--- src/rtl/note_voice_alloc_if.sv ---
// Event and voice bus between the note decoder, the voice allocator and the tone generators.
// master drives note events; slave (the allocator) drives the per-voice outputs.
interface note_voice_alloc_if #(
    parameter int NUM_VOICES = 4,
    parameter int NOTE_W     = 5,
    parameter int CNT_W      = $clog2(NUM_VOICES + 1)
);
    logic                         ev_valid;
    logic                         ev_release;
    logic [NOTE_W-1:0]            ev_note;
    logic                         all_off;
    logic [NUM_VOICES-1:0]        voice_on;
    logic [NUM_VOICES*NOTE_W-1:0] voice_note;
    logic [NUM_VOICES-1:0]        voice_start;
    logic                         steal_tick;
    logic [CNT_W-1:0]             active_count;

    modport master (
        output ev_valid, ev_release, ev_note, all_off,
        input  voice_on, voice_note, voice_start, steal_tick, active_count
    );

    modport slave (
        input  ev_valid, ev_release, ev_note, all_off,
        output voice_on, voice_note, voice_start, steal_tick, active_count
    );
endinterface

--- src/rtl/note_voice_alloc.sv ---
// Polyphony scheduler: maps press/release note events onto NUM_VOICES tone generators,
// stealing the oldest voice when all are busy. Single-cycle datapath, registered outputs.
module note_voice_alloc #(
    parameter int NUM_VOICES = 4,
    parameter int NOTE_W     = 5,
    parameter int AGE_W      = 3
) (
    input  logic                clk,
    input  logic                reset,
    note_voice_alloc_if.slave   bus
);
    localparam int CNT_W = $clog2(NUM_VOICES + 1);
    localparam int IDX_W = (NUM_VOICES > 1) ? $clog2(NUM_VOICES) : 1;
    localparam logic [NOTE_W-1:0] NOTE_MAX = NOTE_W'(21);

    logic [NUM_VOICES-1:0] on_q, on_d;
    logic [NOTE_W-1:0]     note_q [NUM_VOICES];
    logic [NOTE_W-1:0]     note_d [NUM_VOICES];
    logic [AGE_W-1:0]      age_q  [NUM_VOICES];
    logic [AGE_W-1:0]      age_d  [NUM_VOICES];
    logic [NUM_VOICES-1:0] start_q, start_d;
    logic                  steal_q, steal_d;
    logic [CNT_W-1:0]      cnt_q, cnt_d;

    logic                  ev_ok;
    logic                  hit, free_any;
    logic [IDX_W-1:0]      hit_idx, free_idx, old_idx, target;
    logic [AGE_W-1:0]      old_age;

    function automatic logic [AGE_W-1:0] age_inc(input logic [AGE_W-1:0] a);
        return (a == {AGE_W{1'b1}}) ? a : a + 1'b1;
    endfunction

    // Note-match comparators, lowest free voice, and oldest voice (ties keep lowest index).
    always_comb begin
        ev_ok    = bus.ev_valid && !bus.all_off &&
                   (bus.ev_note != '0) && (bus.ev_note <= NOTE_MAX);
        hit      = 1'b0;
        hit_idx  = '0;
        free_any = 1'b0;
        free_idx = '0;
        old_idx  = '0;
        old_age  = age_q[0];
        for (int v = NUM_VOICES - 1; v >= 0; v--) begin
            if (on_q[v] && note_q[v] == bus.ev_note) begin
                hit     = 1'b1;
                hit_idx = IDX_W'(v);
            end
            if (!on_q[v]) begin
                free_any = 1'b1;
                free_idx = IDX_W'(v);
            end
        end
        for (int v = 1; v < NUM_VOICES; v++) begin
            if (age_q[v] > old_age) begin
                old_age = age_q[v];
                old_idx = IDX_W'(v);
            end
        end
    end

    always_comb begin
        on_d    = on_q;
        note_d  = note_q;
        age_d   = age_q;
        start_d = '0;
        steal_d = 1'b0;
        target  = free_any ? free_idx : old_idx;
        cnt_d   = '0;
        if (bus.all_off) begin
            on_d = '0;
            for (int v = 0; v < NUM_VOICES; v++) begin
                note_d[v] = '0;
                age_d[v]  = '0;
            end
        end else if (ev_ok && !bus.ev_release) begin
            if (hit) begin
                start_d[hit_idx] = 1'b1;
            end else begin
                steal_d = !free_any;
                for (int v = 0; v < NUM_VOICES; v++) begin
                    if (IDX_W'(v) == target) begin
                        on_d[v]    = 1'b1;
                        note_d[v]  = bus.ev_note;
                        age_d[v]   = '0;
                        start_d[v] = 1'b1;
                    end else if (on_q[v]) begin
                        age_d[v] = age_inc(age_q[v]);
                    end
                end
            end
        end else if (ev_ok && hit) begin
            on_d[hit_idx]   = 1'b0;
            note_d[hit_idx] = '0;
            age_d[hit_idx]  = '0;
        end
        for (int v = 0; v < NUM_VOICES; v++) begin
            cnt_d = cnt_d + CNT_W'(on_d[v]);
        end
    end

    always_ff @(posedge clk or posedge reset) begin
        if (reset) begin
            on_q    <= '0;
            start_q <= '0;
            steal_q <= 1'b0;
            cnt_q   <= '0;
            for (int v = 0; v < NUM_VOICES; v++) begin
                note_q[v] <= '0;
                age_q[v]  <= '0;
            end
        end else begin
            on_q    <= on_d;
            start_q <= start_d;
            steal_q <= steal_d;
            cnt_q   <= cnt_d;
            for (int v = 0; v < NUM_VOICES; v++) begin
                note_q[v] <= note_d[v];
                age_q[v]  <= age_d[v];
            end
        end
    end

    always_comb begin
        bus.voice_note = '0;
        for (int v = 0; v < NUM_VOICES; v++) begin
            bus.voice_note[v*NOTE_W +: NOTE_W] = note_q[v];
        end
    end

    assign bus.voice_on     = on_q;
    assign bus.voice_start  = start_q;
    assign bus.steal_tick   = steal_q;
    assign bus.active_count = cnt_q;
endmodule

--- src/flat_wrapper.sv ---
// flat-port wrapper written by rule: the top's interface ports become plain ports
module note_voice_alloc_flat 
#(
    parameter int NUM_VOICES = 4,
    parameter int NOTE_W     = 5,
    parameter int AGE_W      = 3
)
  (clk, reset, bus_ev_valid, bus_ev_release, bus_ev_note, bus_all_off, bus_voice_on, bus_voice_note, bus_voice_start, bus_steal_tick, bus_active_count);
  note_voice_alloc_if #(.NUM_VOICES(NUM_VOICES), .NOTE_W(NOTE_W)) bus_i ();
  input  logic clk;
  input  logic reset;
  input wire logic [$bits(bus_i.ev_valid)-1:0] bus_ev_valid;
  input wire logic [$bits(bus_i.ev_release)-1:0] bus_ev_release;
  input wire logic [$bits(bus_i.ev_note)-1:0] bus_ev_note;
  input wire logic [$bits(bus_i.all_off)-1:0] bus_all_off;
  output wire logic [$bits(bus_i.voice_on)-1:0] bus_voice_on;
  output wire logic [$bits(bus_i.voice_note)-1:0] bus_voice_note;
  output wire logic [$bits(bus_i.voice_start)-1:0] bus_voice_start;
  output wire logic [$bits(bus_i.steal_tick)-1:0] bus_steal_tick;
  output wire logic [$bits(bus_i.active_count)-1:0] bus_active_count;
  assign bus_i.ev_valid = bus_ev_valid;
  assign bus_i.ev_release = bus_ev_release;
  assign bus_i.ev_note = bus_ev_note;
  assign bus_i.all_off = bus_all_off;
  assign bus_voice_on = bus_i.voice_on;
  assign bus_voice_note = bus_i.voice_note;
  assign bus_voice_start = bus_i.voice_start;
  assign bus_steal_tick = bus_i.steal_tick;
  assign bus_active_count = bus_i.active_count;
  note_voice_alloc #(.NUM_VOICES(NUM_VOICES), .NOTE_W(NOTE_W), .AGE_W(AGE_W)) u_core (.clk(clk), .reset(reset), .bus(bus_i));
endmodule
--- config.mk ---
export PLATFORM = sky130hd
export DESIGN_NAME = note_voice_alloc_flat
export DESIGN_NICKNAME = d
export VERILOG_FILES = /design/src/rtl/note_voice_alloc_if.sv /design/src/rtl/note_voice_alloc.sv /design/src/flat_wrapper.sv
export SDC_FILE = /design/constraint.sdc
export NUM_CORES = 1
export LEC_CHECK = 0
export ABC_AREA = 1
export CAP_MARGIN = 20
export CORE_UTILIZATION = 61
export CTS_BUF_LIST = sky130_fd_sc_hd__clkbuf_16
export CTS_CLUSTER_DIAMETER = 40
export DETAILED_ROUTE_END_ITERATION = 7
export GPL_ROUTABILITY_DRIVEN = 1
export GPL_TIMING_DRIVEN = 0
export PLACE_DENSITY = 0.86
export SLEW_MARGIN = 40
export SYNTH_ARGS = -nofsm -noshare
export SYNTH_HDL_FRONTEND = slang
export SYNTH_SLANG_ARGS = --single-unit
--- constraint.sdc ---
create_clock -name clk -period 12.94 [get_ports clk]
set_input_delay 2.588 -clock clk [delete_from_list [all_inputs] [get_ports clk]]
set_output_delay 2.588 -clock clk [all_outputs]
set_load 0.02 [all_outputs]
==> results of run 1 <==
-- through the flow --
step	hold slack [ns]	instances	setup WS [ns]	total power [mW]	cell area [um2]
after floorplan	0.477	510	8.16	0.223	3390
after global placement	0.497	619	7.21	0.249	3860
after detailed placement	0.507	619	7.16	0.254	3870
after CTS	0.519	627	7.45	0.376	4010
after global routing	0.560	627	7.24	0.396	4010
final	0.513	627	7.37	0.376	4010
-- layout by cell type (no fill, tap or decap), types with 2 or more instances in the layout --
| cell | netlist | layout |
|---|---|---|
| a21oi_1 | 28 | 28 |
| a21oi_2 | 2 | 2 |
| buf_2 | 6 | 6 |
| clkbuf_1 | 2 | 2 |
| clkbuf_16 | 0 | 5 |
| clkdlybuf4s50_1 | 0 | 39 |
| clkinv_2 | 0 | 2 |
| dfrtp_1 | 44 | 44 |
| ha_1 | 19 | 19 |
| inv_1 | 60 | 59 |
| inv_2 | 6 | 6 |
| inv_4 | 1 | 2 |
| nand2_1 | 195 | 195 |
| nand2_2 | 3 | 3 |
| nand2_8 | 2 | 2 |
| nand3_1 | 24 | 24 |
| nand3_2 | 4 | 4 |
| nand3b_1 | 2 | 2 |
| nand4_1 | 2 | 2 |
| nor2_1 | 40 | 40 |
| nor2_2 | 3 | 3 |
| nor2_4 | 3 | 3 |
| nor2_8 | 2 | 2 |
| o21ai_0 | 27 | 27 |
| o21ai_1 | 24 | 24 |
-- state kept, by name (all words and copies together) (netlist names) --
name,count
u_core.age_q,12
u_core.bus.steal_tick,1
u_core.bus.voice_start,4
u_core.bus.voice_note,20
u_core.bus.voice_on,4
u_core.bus.active_count,3
-- routing by layer --
layer,global-route usage (%),wire length (um),up-vias
met5,0,0,-
met4,9.23,179,0
met3,4.55,866,26
met2,52.0,4080,189
met1,45.7,3900,1608
li1,-,-,1711
-- cell families (layout without fill, tap and decap cells) --
family	count (synthesis)	count (layout)	synth area share, %
flip-flops	44	44	32.5
AO/OA/AOI/OAI	84	84	13.1
AND/OR/NAND/NOR	286	286	37.9
adder cells (fa/ha/maj)	20	20	7.61
buffers and inverters	76	123	8.83
-- report_power, final --
part	switching (mW)	internal, mW	leakage (nW)
logic	0.0651	0.0366	1.35
clock network	0.0520	0.0701	0.0710
registers	0.00787	0.144	0.606
-- worst reg2reg max path, cell delays in order, from the launching register on --
cell      delay (ns)
dfrtp_1         0.41
inv_1           0.08
ha_1            0.29
nand2_1         0.07
nor2_1          0.09
nor2_1          0.06
nor2_1          0.19
inv_1           0.11
o21ai_0         0.33
ha_1            0.30
nand2_1         0.07
inv_1           0.05
nand2_1         0.05
nand2_1         0.08
nand2_1         0.18
o21ai_0         0.13
ha_1            0.31
nand3b_1        0.09
nand2_1         0.07
nand2_1         0.08
nand3_1         0.13
nand2_1         0.11
inv_1           0.07
nand3_1         0.09
a211oi_1        0.48
ha_1            0.35
fa_1            0.43
ha_1            0.29
-- layout make-up --
class	count	area (um2)	area share (%)
clock buffer	5	125	3.12
buffer	9	45.0	1.12
multi-input combinational	390	1990	49.6
clock inverter	3	13.8	0.344
tap	70	87.6	2.19
sequential	44	1100	27.5
timing repair buffer	39	390	9.74
inverter	67	256	6.40
-- path summary, 6_finish.rpt --
| check | endpoint | slack [ns] | cells after the start |
|---|---|---|---|
| hold / removal | u_core.age_q[0]$_DFFE_PP0P_ | 0.51 | 2 |
| hold reg to reg | u_core.age_q[0]$_DFFE_PP0P_ | 0.51 | 2 |
| setup reg to reg | u_core.bus.active_count[1]$_DFF_PP0_ | 7.81 | 27 |
| setup / recovery | u_core.bus.active_count[1]$_DFF_PP0_ | 7.37 | 13 |
| max in group asynchronous | u_core.age_q[10]$_DFFE_PP0P_ | 9.85 | 2 |
| min in group asynchronous | u_core.bus.voice_note[15]$_DFFE_PP0P_ | 2.71 | 2 |
==> impl_metrics.json, run 1 <==
{
  "seq_area_frac_synth_pct": 32.5,
  "hp-class": "flip-flop to flip-flop",
  "routed_via_density": 5.64,
  "core-area_mm2": 0.00524,
  "critPathCaptureType": "flip-flop",
  "hp-start": "u_core.age_q[0]$_DFFE_PP0P_",
  "antenna_found_initial": 0,
  "timing.rr.start": "u_core.age_q[11]$_DFFE_PP0P_",
  "holdBufCountCts": 0,
  "grt_pass1_wl_um": 15000,
  "ant_nets": 0,
  "synth_top_area_share_pct": 32.5,
  "synth.area.top_cells": "dfrtp_1, nand2_1, ha_1",
  "power_leakage_nw": 2.03,
  "drive_gt1_share_pct": 8.44,
  "die_height_um": 76.5,
  "max_freq_ghz": 0.180,
  "outcome": "completed",
  "routed_wl_um": 9020,
  "rows": 26,
  "area_growth_pct": 18.3,
  "power_density_mw_per_mm2": 93.8,
  "startpoint": "bus_ev_note[1]",
  "grt_max_degree": 45,
  "start_util_pct": 64.7,
  "num_vias": 3534,
  "path_class": "input port to flip-flop",
  "cts_tree": "done",
  "synth.most_common_cell": "nand2_1",
  "grt_remaining_overflow": 0,
  "crit_required_ns": 13.11,
  "slowest_stage": "clkdlybuf4s50_1",
  "wl_per_cell_um": 14.4,
  "ys_warn_count": 0,
  "synth_cell_types": 33,
  "ys_top_cells_by_count": "nand2_1, inv_1, dfrtp_1",
  "dpl.hpwl_um": 6700,
  "crit_chain": "clkdlybuf4s50_1 -> inv_2 -> nand2_1 -> nand2_1 -> nor2_1 -> nand3_1 -> nand2_2 -> nor2_4 -> nand3_1 -> a211oi_1 -> ha_1 -> fa_1 -> ha_1",
  "hold_viol": 0,
  "crit_arrival_ns": 5.74,
  "groute.usage.overall_pct": 32.5,
  "place_congestion": 0.892,
  "grt_pass1_vias": 3166,
  "drcViolationCount": 0,
  "tightest_slew_ns": 0.597,
  "slew_violations": 0,
  "yosys_most_used_dff": "dfrtp_1",
  "rsz0062_at_grt": "no",
  "fin_crit_sh_pct": 43.0,
  "cts_buffer_depth": 2,
  "async_reset_ff_share_pct": 100,
  "clk_pin_slew_worst_paths_ns": 0.06,
  "max-vdd-ir-drop_v": 0.0000603,
  "clockRootBuffer": "clkbuf_16",
  "cap_violations": 0,
  "ctsResizeCount": 0,
  "die_area_mm2": 0.00585,
  "die_w_um": 76.5,
  "post-cts-setup-buffers": 0,
  "clkLatencyLatePin_ns": 0.29,
  "synth_nets": 540,
  "fin_nets": 586,
  "finClkSkew_ns": 0.00598,
  "firstDrtPassIters": 5,
  "numCtsBuffers": 5,
  "final.setup.tns_ns": 0,
  "setup_viol": 0,
  "slew-limit-headroom_pct": 59.7,
  "syn_avg_cell_area_um2": 6.64,
  "crit_path_start_kind": "input port",
  "first_iter_violations": 354,
  "cp_top_family": "adder cells",
  "h-tree-depth": 2,
  "cp_max_fo": 7,
  "synth_seq_cells": 44,
  "io_buffers": 39,
  "clock-sinks": 44,
  "fillers": 387,
  "syn_area_mm2": 0.00339,
  "io-pin-count": 42,
  "synthCells": 510,
  "final_util_pct": 76.5,
  "synth_edf_count": 0,
  "synth_top_area_cell": "dfrtp_1",
  "worst-path-buf-inv": 2,
  "antennaDiodeCount": 0,
  "fin_crit_ns": 5.57,
  "slowest_delay_ns": 0.59
}
Power figures use the tool's default switching activity.
==> run 2: changes to the inputs <==
--- a/config.mk
+++ b/config.mk
@@ -7,13 +7,13 @@
 export LEC_CHECK = 0
 export ABC_AREA = 1
 export CAP_MARGIN = 20
-export CORE_UTILIZATION = 61
+export CORE_UTILIZATION = 56
 export CTS_BUF_LIST = sky130_fd_sc_hd__clkbuf_16
 export CTS_CLUSTER_DIAMETER = 40
 export DETAILED_ROUTE_END_ITERATION = 7
 export GPL_ROUTABILITY_DRIVEN = 1
 export GPL_TIMING_DRIVEN = 0
-export PLACE_DENSITY = 0.86
+export PLACE_DENSITY = 0.8
 export SLEW_MARGIN = 40
 export SYNTH_ARGS = -nofsm -noshare
 export SYNTH_HDL_FRONTEND = slang
==> constraint.sdc (replaced) <==
create_clock -name clk -period 5.5 [get_ports clk]
set_input_delay 1.1 -clock clk [delete_from_list [all_inputs] [get_ports clk]]
set_output_delay 1.1 -clock clk [all_outputs]
set_load 0.02 [all_outputs]
==> impl_metrics.json, run 2 (same netlist as run 1, synthesis figures left out) <==
{
  "critPathCaptureType": "flip-flop",
  "num_vias": 3430,
  "max_freq_ghz": 0.200,
  "drcViolationCount": 0,
  "finClkSkew_ns": 0.00579,
  "power.net_switching_mw": 0.299,
  "ctsResizeCount": 0,
  "clock-sinks": 44,
  "p_total_mw": 0.894,
  "fin_nets": 587,
  "rsz0062_at_grt": "no",
  "routed_wl_um": 9000,
  "dpl.hpwl_um": 6820,
  "antennaDiodeCount": 0,
  "cts_tree": "done",
  "ant_nets": 0,
  "tightest_slew_ns": 0.691,
  "crit_arrival_ns": 5.16,
  "pwr-share-clk_pct": 32.9,
  "core-area_mm2": 0.00568,
  "switching_share_pct": 33.5,
  "pre_cts_ws_ns": 0.545,
  "crit_required_ns": 5.67,
  "holdBufCountCts": 0,
  "rows": 27,
  "start_util_pct": 59.7,
  "final_util_pct": 71.3,
  "multi_input_area_mm2": 0.00199,
  "area_growth_pct": 19.5,
  "cap_violations": 0,
  "die_area_mm2": 0.00636,
  "wl_met3_um": 837,
  "cp_max_fo": 7,
  "wl_met2_um": 4060,
  "drive_gt1_share_pct": 8.96,
  "slowest_stage": "fa_1",
  "die_w_um": 79.8,
  "fin_crit_sh_pct": 90.7,
  "grt_remaining_overflow": 0,
  "mostFrequentLayoutCell": "nand2_1",
  "power_density_mw_per_mm2": 221,
  "wl_met1_um": 4010,
  "clkLatencyLatePin_ns": 0.29,
  "r2r_setup_slack_ns": 0.51,
  "place_area_mm2": 0.00390,
  "seq_area_mm2": 0.00110,
  "die_height_um": 79.8,
  "highest_layer": "met4",
  "final_cell_mix": "nand2_1, inv_1, dfrtp_1, nor2_1, clkdlybuf4s50_1",
  "grt_pass1_vias": 3246,
  "outcome": "completed",
  "numCtsBuffers": 5,
  "grt_pass1_wl_um": 15200,
  "slowest_delay_ns": 0.43,
  "power_leakage_nw": 2.05,
  "io-pin-count": 42,
  "hp-class": "flip-flop to flip-flop",
  "largest_register_ffs": 20,
  "routed_via_density": 5.44,
  "fin_area_mm2": 0.00405,
  "timing.final.ws_setup_ns": 0.512,
  "wl_per_cell_um": 14.3,
  "internal-power_mw": 0.594,
  "crit_path_start_kind": "flip-flop",
  "slew-limit-headroom_pct": 53.4,
  "clockRootBuffer": "clkbuf_16",
  "slew_violations": 0,
  "grt_max_degree": 25,
  "path_class": "flip-flop to flip-flop",
  "h-tree-depth": 2,
  "cts_buffer_depth": 2,
  "post-cts-setup-buffers": 0,
  "max-vdd-ir-drop_v": 0.000135,
  "combPwrFrac_pct": 27.1,
  "firstDrtPassIters": 5,
  "first_iter_violations": 295,
  "cp_common_cell": "nand2_1",
  "fin_crit_ns": 4.99,
  "place_congestion": 0.909,
  "seqPwrFrac_pct": 40.0,
  "clk_pin_slew_worst_paths_ns": 0.06,
  "setup_viol": 0,
  "io_buffers": 39,
  "antenna_found_initial": 0,
  "hold_viol": 0,
  "groute.usage.overall_pct": 31.0,
  "final.setup.tns_ns": 0,
  "fillers": 495
}
-- run 2: worst max-delay path: cells and delay by family, from the launching register on --
family	cells	cell delay, ns
DFF	1	0.41
adders and majority gates	6	1.93
and+or+nand+nor	14	1.41
AOI/OAI and AO/OA	3	0.78
buffers and inverters	4	0.33
-- run 2: power by group through the flow --
stage / Sequential (mW) / Combinational [mW] / Clock [mW]
floorplan: 0.371 / 0.154 / 0
global placement: 0.362 / 0.225 / 0
detailed placement: 0.363 / 0.237 / 0
CTS: 0.357 / 0.239 / 0.295
global route: 0.359 / 0.277 / 0.309
finish: 0.357 / 0.242 / 0.294
-- run 2: final timing paths --
| path | from | endpoint | cells past startpoint |
|---|---|---|---|
| worst min register to register | u_core.age_q[0]$_DFFE_PP0P_ | u_core.age_q[0]$_DFFE_PP0P_ | 2 |
| worst max register to register | u_core.age_q[11]$_DFFE_PP0P_ | u_core.bus.active_count[1]$_DFF_PP0_ | 27 |
| worst min-delay path | u_core.age_q[0]$_DFFE_PP0P_ | u_core.age_q[0]$_DFFE_PP0P_ | 2 |
| min in group asynchronous | reset | u_core.bus.voice_note[18]$_DFFE_PP0P_ | 2 |
| max in group asynchronous | reset | u_core.age_q[5]$_DFFE_PP0P_ | 3 |
| worst max-delay path | u_core.age_q[11]$_DFFE_PP0P_ | u_core.bus.active_count[1]$_DFF_PP0_ | 27 |
-- run 2: per-layer routing --
metal  GRT usage [%]  up-vias
li1                -     1714
met1            43.6     1544
met2            48.5      163
met3            5.60        9
met4            9.46        0
met5               0        -
-- run 2: layout make-up --
cell class	instances	share of cell area, %
Multi-Input combinational cell	390	49.2
Sequential cell	44	27.2
Timing Repair Buffer	40	10.3
Clock buffer	5	3.09
Tap cell	72	2.23
Inverter	67	6.34
Clock inverter	3	0.464
Buffer	9	1.11
-- run 2: through the flow --
| step | cells | hold WS, ns |
|---|---|---|
| 2_1_floorplan | 510 | 0.477 |
| 3_3_place_gp | 621 | 0.495 |
| 3_5_place_dp | 622 | 0.514 |
| 4_1_cts | 630 | 0.527 |
| 5_1_grt | 630 | 0.570 |
| 6_report | 630 | 0.523 |
==> run 3: changes to the inputs <==
--- a/config.mk
+++ b/config.mk
@@ -10,6 +10,7 @@
 export CORE_UTILIZATION = 56
 export CTS_BUF_LIST = sky130_fd_sc_hd__clkbuf_16
 export CTS_CLUSTER_DIAMETER = 40
+export CTS_CLUSTER_SIZE = 40
 export DETAILED_ROUTE_END_ITERATION = 7
 export GPL_ROUTABILITY_DRIVEN = 1
 export GPL_TIMING_DRIVEN = 0
==> constraint.sdc (replaced) <==
create_clock -name clk -period 5.5 [get_ports clk]
set_input_delay 1.1 -clock clk [delete_from_list [all_inputs] [get_ports clk]]
set_output_delay 1.1 -clock clk [all_outputs]
set_load 0.005 [all_outputs]
==> results of run 3 <==
The final DEF is identical to that of run 2. Status: completed.
Among the figures that moved: total power 0.894 mW -> 0.881 mW
